--- src/rtl/uart_tx_arbiter_if.sv ---
// Handshake bundle shared by the byte-stream requesters, the transmit
// arbiter and the uart transmitter's data input.
interface uart_tx_arbiter_if #(
   parameter int NUM_REQ = 4
);
   logic                 en_i;
   logic [NUM_REQ-1:0]   req_valid_i;
   logic [NUM_REQ*8-1:0] req_data_i;
   logic [NUM_REQ-1:0]   req_last_i;
   logic [NUM_REQ-1:0]   req_ready_o;
   logic                 tx_data_valid_o;
   logic [7:0]           tx_data_o;
   logic                 tx_data_ready_i;
   logic [NUM_REQ-1:0]   grant_o;
   logic                 busy_o;

   // Requesters and uart: drive requests and tx ready, observe grants
   modport master (
      output en_i, req_valid_i, req_data_i, req_last_i, tx_data_ready_i,
      input  req_ready_o, tx_data_valid_o, tx_data_o, grant_o, busy_o
   );

   // Arbiter: consumes requests and tx ready, produces the shared channel
   modport slave (
      input  en_i, req_valid_i, req_data_i, req_last_i, tx_data_ready_i,
      output req_ready_o, tx_data_valid_o, tx_data_o, grant_o, busy_o
   );
endinterface

--- src/rtl/uart_tx_arbiter.sv ---
// Round-robin packet arbiter that shares one uart transmit channel between
// NUM_REQ byte-stream requesters. A grant is held until the granted
// requester's last byte is accepted, so packets never interleave. An optional
// header byte (HDR_BASE + requester index) precedes each packet.
module uart_tx_arbiter #(
   parameter int         NUM_REQ  = 4,
   parameter bit         HDR_EN   = 1'b1,
   parameter logic [7:0] HDR_BASE = 8'hA0
) (
   input  logic             clk_i,
   input  logic             rst_i,
   uart_tx_arbiter_if.slave io
);
   localparam int IDX_W = $clog2(NUM_REQ);

   typedef enum logic [1:0] {
      IDLE   = 2'd0,
      HEADER = 2'd1,
      DATA   = 2'd2
   } state_t;

   state_t             state_q, state_d;
   logic [IDX_W-1:0]   idx_q, idx_d;
   logic [IDX_W-1:0]   ptr_q, ptr_d;
   logic [IDX_W-1:0]   pick_idx;
   logic               pick_vld;
   logic [7:0]         req_byte [NUM_REQ];
   logic [NUM_REQ-1:0] ready;
   logic [NUM_REQ-1:0] grant;
   logic               tx_valid;
   logic [7:0]         tx_data;

   // (base + off) modulo NUM_REQ; off never exceeds NUM_REQ-1
   function automatic logic [IDX_W-1:0] wrap_idx(input int base, input int off);
      int s;
      s = base + off;
      if (s >= NUM_REQ) s = s - NUM_REQ;
      return IDX_W'(s);
   endfunction

   // Split the flat data bus into one byte per requester
   always_comb begin
      for (int k = 0; k < NUM_REQ; k++) begin
         req_byte[k] = io.req_data_i[k*8 +: 8];
      end
   end

   // First valid requester at or above the pointer, wrapping; walking the
   // offsets downward lets the smallest offset win without an early exit
   always_comb begin
      pick_vld = 1'b0;
      pick_idx = '0;
      for (int i = NUM_REQ - 1; i >= 0; i--) begin
         if (io.req_valid_i[wrap_idx(int'(ptr_q), i)]) begin
            pick_vld = 1'b1;
            pick_idx = wrap_idx(int'(ptr_q), i);
         end
      end
   end

   // State, granted index and round-robin pointer
   always_ff @(posedge clk_i or posedge rst_i) begin
      if (rst_i) begin
         state_q <= IDLE;
         idx_q   <= '0;
         ptr_q   <= '0;
      end else begin
         state_q <= state_d;
         idx_q   <= idx_d;
         ptr_q   <= ptr_d;
      end
   end

   // Next state and channel muxing; grant and outputs derive from state so
   // an asynchronous reset silences the channel in the same cycle
   always_comb begin
      state_d  = state_q;
      idx_d    = idx_q;
      ptr_d    = ptr_q;
      tx_valid = 1'b0;
      tx_data  = 8'h00;
      ready    = '0;
      grant    = '0;
      unique case (state_q)
         IDLE: begin
            if (io.en_i && pick_vld) begin
               idx_d   = pick_idx;
               ptr_d   = wrap_idx(int'(pick_idx), 1);
               state_d = HDR_EN ? HEADER : DATA;
            end
         end
         HEADER: begin
            grant[idx_q] = 1'b1;
            tx_valid     = 1'b1;
            tx_data      = HDR_BASE + 8'(idx_q);
            if (io.tx_data_ready_i) state_d = DATA;
         end
         DATA: begin
            grant[idx_q] = 1'b1;
            tx_valid     = io.req_valid_i[idx_q];
            tx_data      = io.req_valid_i[idx_q] ? req_byte[idx_q] : 8'h00;
            ready[idx_q] = io.tx_data_ready_i;
            if (io.req_valid_i[idx_q] && io.tx_data_ready_i && io.req_last_i[idx_q]) begin
               state_d = IDLE;
            end
         end
         default: state_d = IDLE;
      endcase
   end

   assign io.req_ready_o     = ready;
   assign io.grant_o         = grant;
   assign io.tx_data_valid_o = tx_valid;
   assign io.tx_data_o       = tx_data;
   assign io.busy_o          = (state_q != IDLE);

endmodule
--- src/flat_wrapper.sv ---
// flat-port wrapper written by rule: the top's interface ports become plain ports
module uart_tx_arbiter_flat 
#(
   parameter int         NUM_REQ  = 4,
   parameter bit         HDR_EN   = 1'b1,
   parameter logic [7:0] HDR_BASE = 8'hA0
)
  (clk_i, rst_i, io_en_i, io_req_valid_i, io_req_data_i, io_req_last_i, io_tx_data_ready_i, io_req_ready_o, io_tx_data_valid_o, io_tx_data_o, io_grant_o, io_busy_o);
  uart_tx_arbiter_if #(.NUM_REQ(NUM_REQ)) io_i ();
  input  logic clk_i;
  input  logic rst_i;
  input wire logic [$bits(io_i.en_i)-1:0] io_en_i;
  input wire logic [$bits(io_i.req_valid_i)-1:0] io_req_valid_i;
  input wire logic [$bits(io_i.req_data_i)-1:0] io_req_data_i;
  input wire logic [$bits(io_i.req_last_i)-1:0] io_req_last_i;
  input wire logic [$bits(io_i.tx_data_ready_i)-1:0] io_tx_data_ready_i;
  output wire logic [$bits(io_i.req_ready_o)-1:0] io_req_ready_o;
  output wire logic [$bits(io_i.tx_data_valid_o)-1:0] io_tx_data_valid_o;
  output wire logic [$bits(io_i.tx_data_o)-1:0] io_tx_data_o;
  output wire logic [$bits(io_i.grant_o)-1:0] io_grant_o;
  output wire logic [$bits(io_i.busy_o)-1:0] io_busy_o;
  assign io_i.en_i = io_en_i;
  assign io_i.req_valid_i = io_req_valid_i;
  assign io_i.req_data_i = io_req_data_i;
  assign io_i.req_last_i = io_req_last_i;
  assign io_i.tx_data_ready_i = io_tx_data_ready_i;
  assign io_req_ready_o = io_i.req_ready_o;
  assign io_tx_data_valid_o = io_i.tx_data_valid_o;
  assign io_tx_data_o = io_i.tx_data_o;
  assign io_grant_o = io_i.grant_o;
  assign io_busy_o = io_i.busy_o;
  uart_tx_arbiter #(.NUM_REQ(NUM_REQ), .HDR_EN(HDR_EN), .HDR_BASE(HDR_BASE)) u_core (.clk_i(clk_i), .rst_i(rst_i), .io(io_i));
endmodule
--- config.mk ---
export PLATFORM = sky130hd
export DESIGN_NAME = uart_tx_arbiter_flat
export DESIGN_NICKNAME = d
export VERILOG_FILES = /design/src/rtl/uart_tx_arbiter_if.sv /design/src/rtl/uart_tx_arbiter.sv /design/src/flat_wrapper.sv
export SDC_FILE = /design/constraint.sdc
export NUM_CORES = 1
export LEC_CHECK = 0
export ABC_AREA = 1
export ABC_CLOCK_PERIOD_IN_PS = 2250
export CAP_MARGIN = 20
export CORE_MARGIN = 2
export CORE_UTILIZATION = 41
export CTS_BUF_LIST = sky130_fd_sc_hd__clkbuf_2
export CTS_CLUSTER_SIZE = 12
export DETAILED_ROUTE_END_ITERATION = 12
export MAX_ROUTING_LAYER = met4
export PLACE_DENSITY = 0.88
export SLEW_MARGIN = 0
export SYNTH_ARGS = -nofsm -noshare
export SYNTH_HDL_FRONTEND = slang
export SYNTH_SLANG_ARGS = --single-unit
--- constraint.sdc ---
create_clock -name clk_i -period 2.25 [get_ports clk_i]
set_input_delay 0.225 -clock clk_i [delete_from_list [all_inputs] [get_ports clk_i]]
set_output_delay 0.225 -clock clk_i [all_outputs]
set_load 0.1 [all_outputs]
==> reports/metrics.cfg, run 1 <==
[sta]
fmax_mhz=478
holdWs_ps=219
report.final.slew_viol_count=0
slew_headroom_pct=65.7
setup_tns_ps=0
period_share_pct=93.0
hold_viol=0
tightest_slew_ps=515
setup_violations=0
clock_skew_ps=0.433
rsz0062_at_grt=false
min_period_ps=2090

[synth]
synth_cell_types=31
async_flop_share_pct=100
synthCells=150
synth_seq_cells=6
netlist_area_sq_um=986
synth.yosys.warnings=0
syn_avg_cell_area_sq_um=6.57
yosysSeqAreaShare_pct=15.2
synth_edf_count=0
synth_flop_cell=dfrtp_1
syn-num-nets=198

[clock_tree]
clock-sinks=6
cts_buffers=3
clk_latency_ps=210
clockBufferDepth=2
h-tree-depth=1
clk_pin_slew_ps=50
cts_tree=done
ctsHoldBuffers=0
root_buffer=clkbuf_2

[routing]
drtIter0Drc=63
vias_per_cell=5.46
first_pass_iters=4
ant_nets=0
wirelength_mm=3.76
drc_errors=0
num_vias=1332
wl_per_cell_microns=15.4

[floorplanning]
dieArea_sq_um=2810
die_height_microns=53.0
initial_core_util_pct=44.1
placementRows=17
die_w_microns=53.0
coreArea_sq_um=2230
pin_count=62

[place]
port_buffers=61
place_congestion=0.833
dpl.hpwl_mm=3.19
placed_cells=241

[final_layout]
nets=266
final_cells=244
multi_input_area_sq_um=734
area_delta_synth_final_pct=87.6
drive_gt1_share_pct=30.6
n_antenna_cell=0
register_area_sq_um=150
nFillCells=142

[setup_path]
cp_max_fo=5
cp-end-kind=output pin
worstPathCellList=inv_1 > nor2_1 > nand2_1 > o2111ai_2 > nand3_2 > and2_1 > a21oi_1 > buf_12
r2r_setup_slack_ps=480
cp.required_ps=2030
arrival_ps=1870
worst-setup-path-type=reg -> out
cp-start-kind=register
crit_slowest_cell=dfrtp_1
cp_slowest_stage_delay_ps=420

[grt]
grt_pass1_vias=1340
antenna_found_initial=0
grt_start_max_net_pins=11
grt_pass1_wl_mm=5.91
globalRouteTotalUtil_pct=29.1
overflow=0

[run_status]
outcome=finished clean

[flow_run]
maxCapViolCount=0

[hold_path]
hold_class=in -> async

[power_and_ir_drop]
cellPowerDensity_nw_per_um2=1560
leakage_nw=0.836
vdd_drop_max_mv=1.35

## through the flow
step | utilization (%) | setup WS (ps) | area [sq um] | power [mW]
6_report | 82.8 | 158 | 1850 | 2.88
5_1_grt | 82.8 | 8.35 | 1850 | 3.05
4_1_cts | 82.6 | 178 | 1850 | 2.86
3_5_place_dp | 82.0 | 218 | 1830 | 2.78
3_3_place_gp | 82.0 | 255 | 1830 | 2.69
2_1_floorplan | - | -497 | 1000 | 2.01
## final timing paths
check,endpoint,cells after the start,startpoint
worst min-delay path,u_core.idx_q[0],2,rst_i
worst max register to register,u_core.ptr_q[1],9,u_core.ptr_q[0]
worst max-delay path,io_tx_data_o[5],8,u_core.idx_q[0]
max in group asynchronous,u_core.ptr_q[0],2,rst_i
worst min register to register,u_core.state_q[1],2,u_core.state_q[1]
min in group clk_i,u_core.state_q[1],2,u_core.state_q[1]
## registers in the layout, summed over array words and instances, names as in the netlist
| register | flops |
|---|---|
| u_core.ptr_q | 2 |
| u_core.state_q | 2 |
| u_core.idx_q | 2 |
## cell families after synthesis
family | synth area share, %
adder cells (fa/ha/maj) | 5.08
flip-flops | 15.2
AND/OR/NAND/NOR | 39.7
AO/OA/AOI/OAI | 26.6
XOR/XNOR | 0.888
buffers and inverters | 12.4
## where the power goes
part	internal [mW]	switching [mW]	total, mW
combinational	0.884	1.66	2.54
sequential	0.162	0.102	0.264
clock	0.0360	0.0349	0.0709
## layer usage
metal  vias to the layer above  wire length [microns]  track usage (%)
met5                         -                      0                -
met1                       610                   1430             32.2
met2                        70                   1830             52.9
li1                        639                      -                -
met4                         0                     74             9.40
met3                        13                    422             4.80
## Yosys cell counts, types with 2 or more instances
| master | number | area share (%) |
|---|---|---|
| nand3_2 | 5 | 5.1 |
| a22oi_1 | 10 | 7.6 |
| buf_4 | 2 | 1.5 |
| o21ai_0 | 2 | 1.0 |
| inv_2 | 3 | 1.1 |
| a21oi_1 | 7 | 3.6 |
| nand2_4 | 2 | 2.3 |
| nand2_1 | 34 | 13 |
| o22ai_1 | 2 | 1.3 |
| ha_1 | 4 | 5.1 |
| nand3_1 | 7 | 3.6 |
| inv_1 | 19 | 7.2 |
| o21ai_2 | 2 | 1.8 |
| dfrtp_1 | 6 | 15 |
| a22o_1 | 2 | 1.8 |
| nor2_1 | 12 | 4.6 |
| nand2_2 | 13 | 8.2 |
| o21ai_1 | 2 | 1.0 |
| a221oi_1 | 4 | 3.6 |
## critical path: cells and delay by family (launching register included)
| kind | cells | cell delay, ps |
|---|---|---|
| buffers and inverters | 2 | 290 |
| AOI/OAI and AO/OA | 2 | 330 |
| and+or+nand+nor | 4 | 600 |
| DFF | 1 | 420 |
## placed cells by master, fill, tap and decap left out, types with 5 or more instances in the layout
master,synthesis,final
a21oi_1,7,6
a22oi_1,10,10
buf_12,0,17
buf_4,2,7
clkdlybuf4s50_1,0,43
dfrtp_1,6,6
inv_1,19,19
nand2_1,34,34
nand2_2,13,13
nand3_1,7,7
nand3_2,5,5
nor2_1,12,5
nor2_2,1,8
## cell type report
cell class,instances,share of cell area [%]
Clock buffer,3,0.812
Inverter,23,4.94
Multi-Input combinational cell,117,39.7
Sequential cell,6,8.12
Timing Repair Buffer,67,44.5
Tap cell,28,1.89
## repair_timing
item / CTS / global route
setup endpoints to repair: 0 / 1
buffers inserted: 0 / 0
hold endpoints to repair: 0 / 0
gates resized for setup: 0 / 1
(Power assumes the default switching activity.)
==> run 2, diff against run 1 <==
--- a/config.mk
+++ b/config.mk
@@ -8,13 +8,15 @@
 export ABC_AREA = 1
 export ABC_CLOCK_PERIOD_IN_PS = 2250
 export CAP_MARGIN = 20
+export CELL_PAD_IN_SITES_DETAIL_PLACEMENT = 1
+export CELL_PAD_IN_SITES_GLOBAL_PLACEMENT = 2
 export CORE_MARGIN = 2
-export CORE_UTILIZATION = 41
+export CORE_UTILIZATION = 19
 export CTS_BUF_LIST = sky130_fd_sc_hd__clkbuf_2
-export CTS_CLUSTER_SIZE = 12
+export CTS_CLUSTER_DIAMETER = 40
 export DETAILED_ROUTE_END_ITERATION = 12
 export MAX_ROUTING_LAYER = met4
-export PLACE_DENSITY = 0.88
+export PLACE_DENSITY_LB_ADDON = 0.1
 export SLEW_MARGIN = 0
 export SYNTH_ARGS = -nofsm -noshare
 export SYNTH_HDL_FRONTEND = slang
==> run 2 against run 1 <==
- die area grew 110%
- global-route usage shrank 15 points
- first-iteration DRC count shrank 35%
- routed wire length grew 1.2%
- worst hold slack gained 4.7 ps
- power shrank 3.0%
- sequential power is essentially flat
- clock skew grew 5.8 ps
- final area grew 1.8%
- largest power group unchanged
==> reports/metrics.cfg, run 2 (synthesis gave the netlist of run 1 again) <==
[clock_tree]
cts_buffers=3  ; unchanged
clk_pin_slew_ps=60  ; about the same
h-tree-depth=1  ; unchanged
ctsHoldBuffers=0  ; unchanged
post_cts_resized=0  ; unchanged
clockBufferDepth=2  ; unchanged
root_buffer=clkbuf_2
clock-sinks=6  ; unchanged
clk_latency_ps=210  ; about the same
cts_tree=done
cts_setup_buffers=0  ; unchanged

[final_layout]
register_area_sq_um=150  ; unchanged
multi_input_area_sq_um=731  ; -0.51%
reg_top3=u_core.idx_q x2, u_core.ptr_q x2, u_core.state_q x2
n_antenna_cell=0  ; unchanged
nFillCells=612  ; +330%
nets=264  ; -0.75%
area_delta_synth_final_pct=91.0
layout_common_cells=clkdlybuf4s50_1 (43), nand2_1 (34), inv_1 (19)
drive_gt1_share_pct=29.4  ; -1.1 points
final_common_cell=clkdlybuf4s50_1
fin_util_pct=37.3  ; -45 points

[grt]
overflow=0  ; unchanged
grt_pass1_wl_mm=6.47  ; +9.5%
antenna_found_initial=0  ; unchanged
grt_start_max_net_pins=11  ; unchanged
grt_pass1_vias=1347  ; +0.52%
globalRouteTotalUtil_pct=13.8  ; -15 points

[floorplanning]
initial_core_util_pct=19.6  ; -25 points
die_height_microns=76.0  ; +43%
coreArea_sq_um=5040  ; +130%
die_w_microns=76.0  ; +43%
placementRows=26  ; +9
pin_count=62  ; unchanged
dieArea_sq_um=5780  ; +110%

[flow_run]
maxCapViolCount=0  ; unchanged

[place]
port_buffers=61  ; unchanged
place_congestion=0.785  ; -5.8%
dpl.hpwl_mm=3.28  ; +2.9%

[power_and_ir_drop]
p_int_mw=1.06  ; -2.3%
cellPowerDensity_nw_per_um2=1480  ; -4.7%
p_sw_share_pct=62.2  ; -0.24 points
seqPwrFrac_pct=9.3  ; about the same
leakage_nw=0.827  ; -1.2%
p_clk_share_pct=2.5  ; about the same
power.switching_mw=1.74  ; -3.4%
finalPower_mw=2.79  ; -3.0%
share_comb_of_total_power_pct=88.2  ; -0.2 points
vdd_drop_max_mv=0.801  ; -41%

[routing]
first_pass_iters=4  ; unchanged
ant_nets=0  ; unchanged
wirelength_mm=3.81  ; +1.2%
num_vias=1224  ; -8.1%
vias_per_cell=4.31  ; -21%
drc_errors=0  ; unchanged
drtIter0Drc=41  ; -35%
wl_per_cell_microns=13.4  ; -13%

[sta]
hold_viol=0  ; unchanged
tightest_slew_ps=491  ; -24.2 ps
setup_violations=0  ; unchanged
rsz0062_at_grt=false
min_period_ps=2070  ; -24.4 ps
slew_headroom_pct=67.3  ; +1.6 points
holdWs_ps=223  ; +4.66 ps
clock_skew_ps=6.19  ; +5.75 ps
report.final.slew_viol_count=0  ; unchanged
fmax_mhz=484  ; +1.2%
period_share_pct=91.9  ; -1.1 points

[setup_path]
startpoint=u_core.state_q[0]
cp-start-kind=register
r2r_setup_slack_ps=520  ; +40 ps
timing.rr.start=u_core.ptr_q[0]
cp-end-kind=output pin
cp_max_fo=4  ; -1
cp.required_ps=2030  ; about the same
arrival_ps=1840  ; -30 ps
worst-setup-path-type=reg -> out

[hold_path]
hold_class=in -> async

[run_status]
outcome=finished clean

[run 2: power groups by stage]
stage	registers [mW]	logic (mW)	clock network (mW)
CTS	0.263	2.50	0.0730
global route	0.274	2.66	0.0847
detailed placement	0.266	2.49	0
finish	0.261	2.46	0.0698
floorplan	0.209	1.80	0
global placement	0.262	2.45	0
[run 2: worst paths after layout]
path,endpoint,cells after the start
worst max register to register,u_core.idx_q[0],10
worst min register to register,u_core.state_q[1],2
worst min-delay path,u_core.state_q[0],2
worst max-delay path,io_tx_data_o[7],6
min in group clk_i,u_core.state_q[1],2
max in group asynchronous,u_core.idx_q[1],2
[run 2: stage by stage]
stage	instances	TNS (ps)	setup WS (ps)	cell area (sq um)
6_report	284	0	182	1880
2_1_floorplan	150	-3100	-497	1000
3_5_place_dp	281	0	192	1870
3_3_place_gp	281	0	227	1870
5_1_grt	284	0	64.2	1880
4_1_cts	284	0	165	1880
[run 2: per-layer routing]
metal	track usage, %	vias to the layer above	part of all wire (%)
met5	-	-	0
met4	2.36	0	0.39
met3	2.49	2	4.8
met2	23.7	45	49
met1	17.2	546	46
li1	-	631	-
[run 2: final cells by class]
class,instances,share of cell area [%]
timing repair buffer,65,42.9
multi-input combinational,117,38.8
sequential,6,7.97
inverter,23,4.85
tap,70,4.65
clock buffer,3,0.797
[run 2: critical path, cell delays in order, from the launching register on]
cell	delay, ps
dfrtp_1	410
inv_1	80
ha_1	350
nand2_1	120
and2_1	210
a21oi_1	250
buf_12	220
==> run 3, diff against run 2 <==
--- a/config.mk
+++ b/config.mk
@@ -7,7 +7,7 @@
 export LEC_CHECK = 0
 export ABC_AREA = 1
 export ABC_CLOCK_PERIOD_IN_PS = 2250
-export CAP_MARGIN = 20
+export CAP_MARGIN = 30
 export CELL_PAD_IN_SITES_DETAIL_PLACEMENT = 1
 export CELL_PAD_IN_SITES_GLOBAL_PLACEMENT = 2
 export CORE_MARGIN = 2
==> results of run 3 <==
No change in the layout: final DEF, timing and power equal those of run 2.
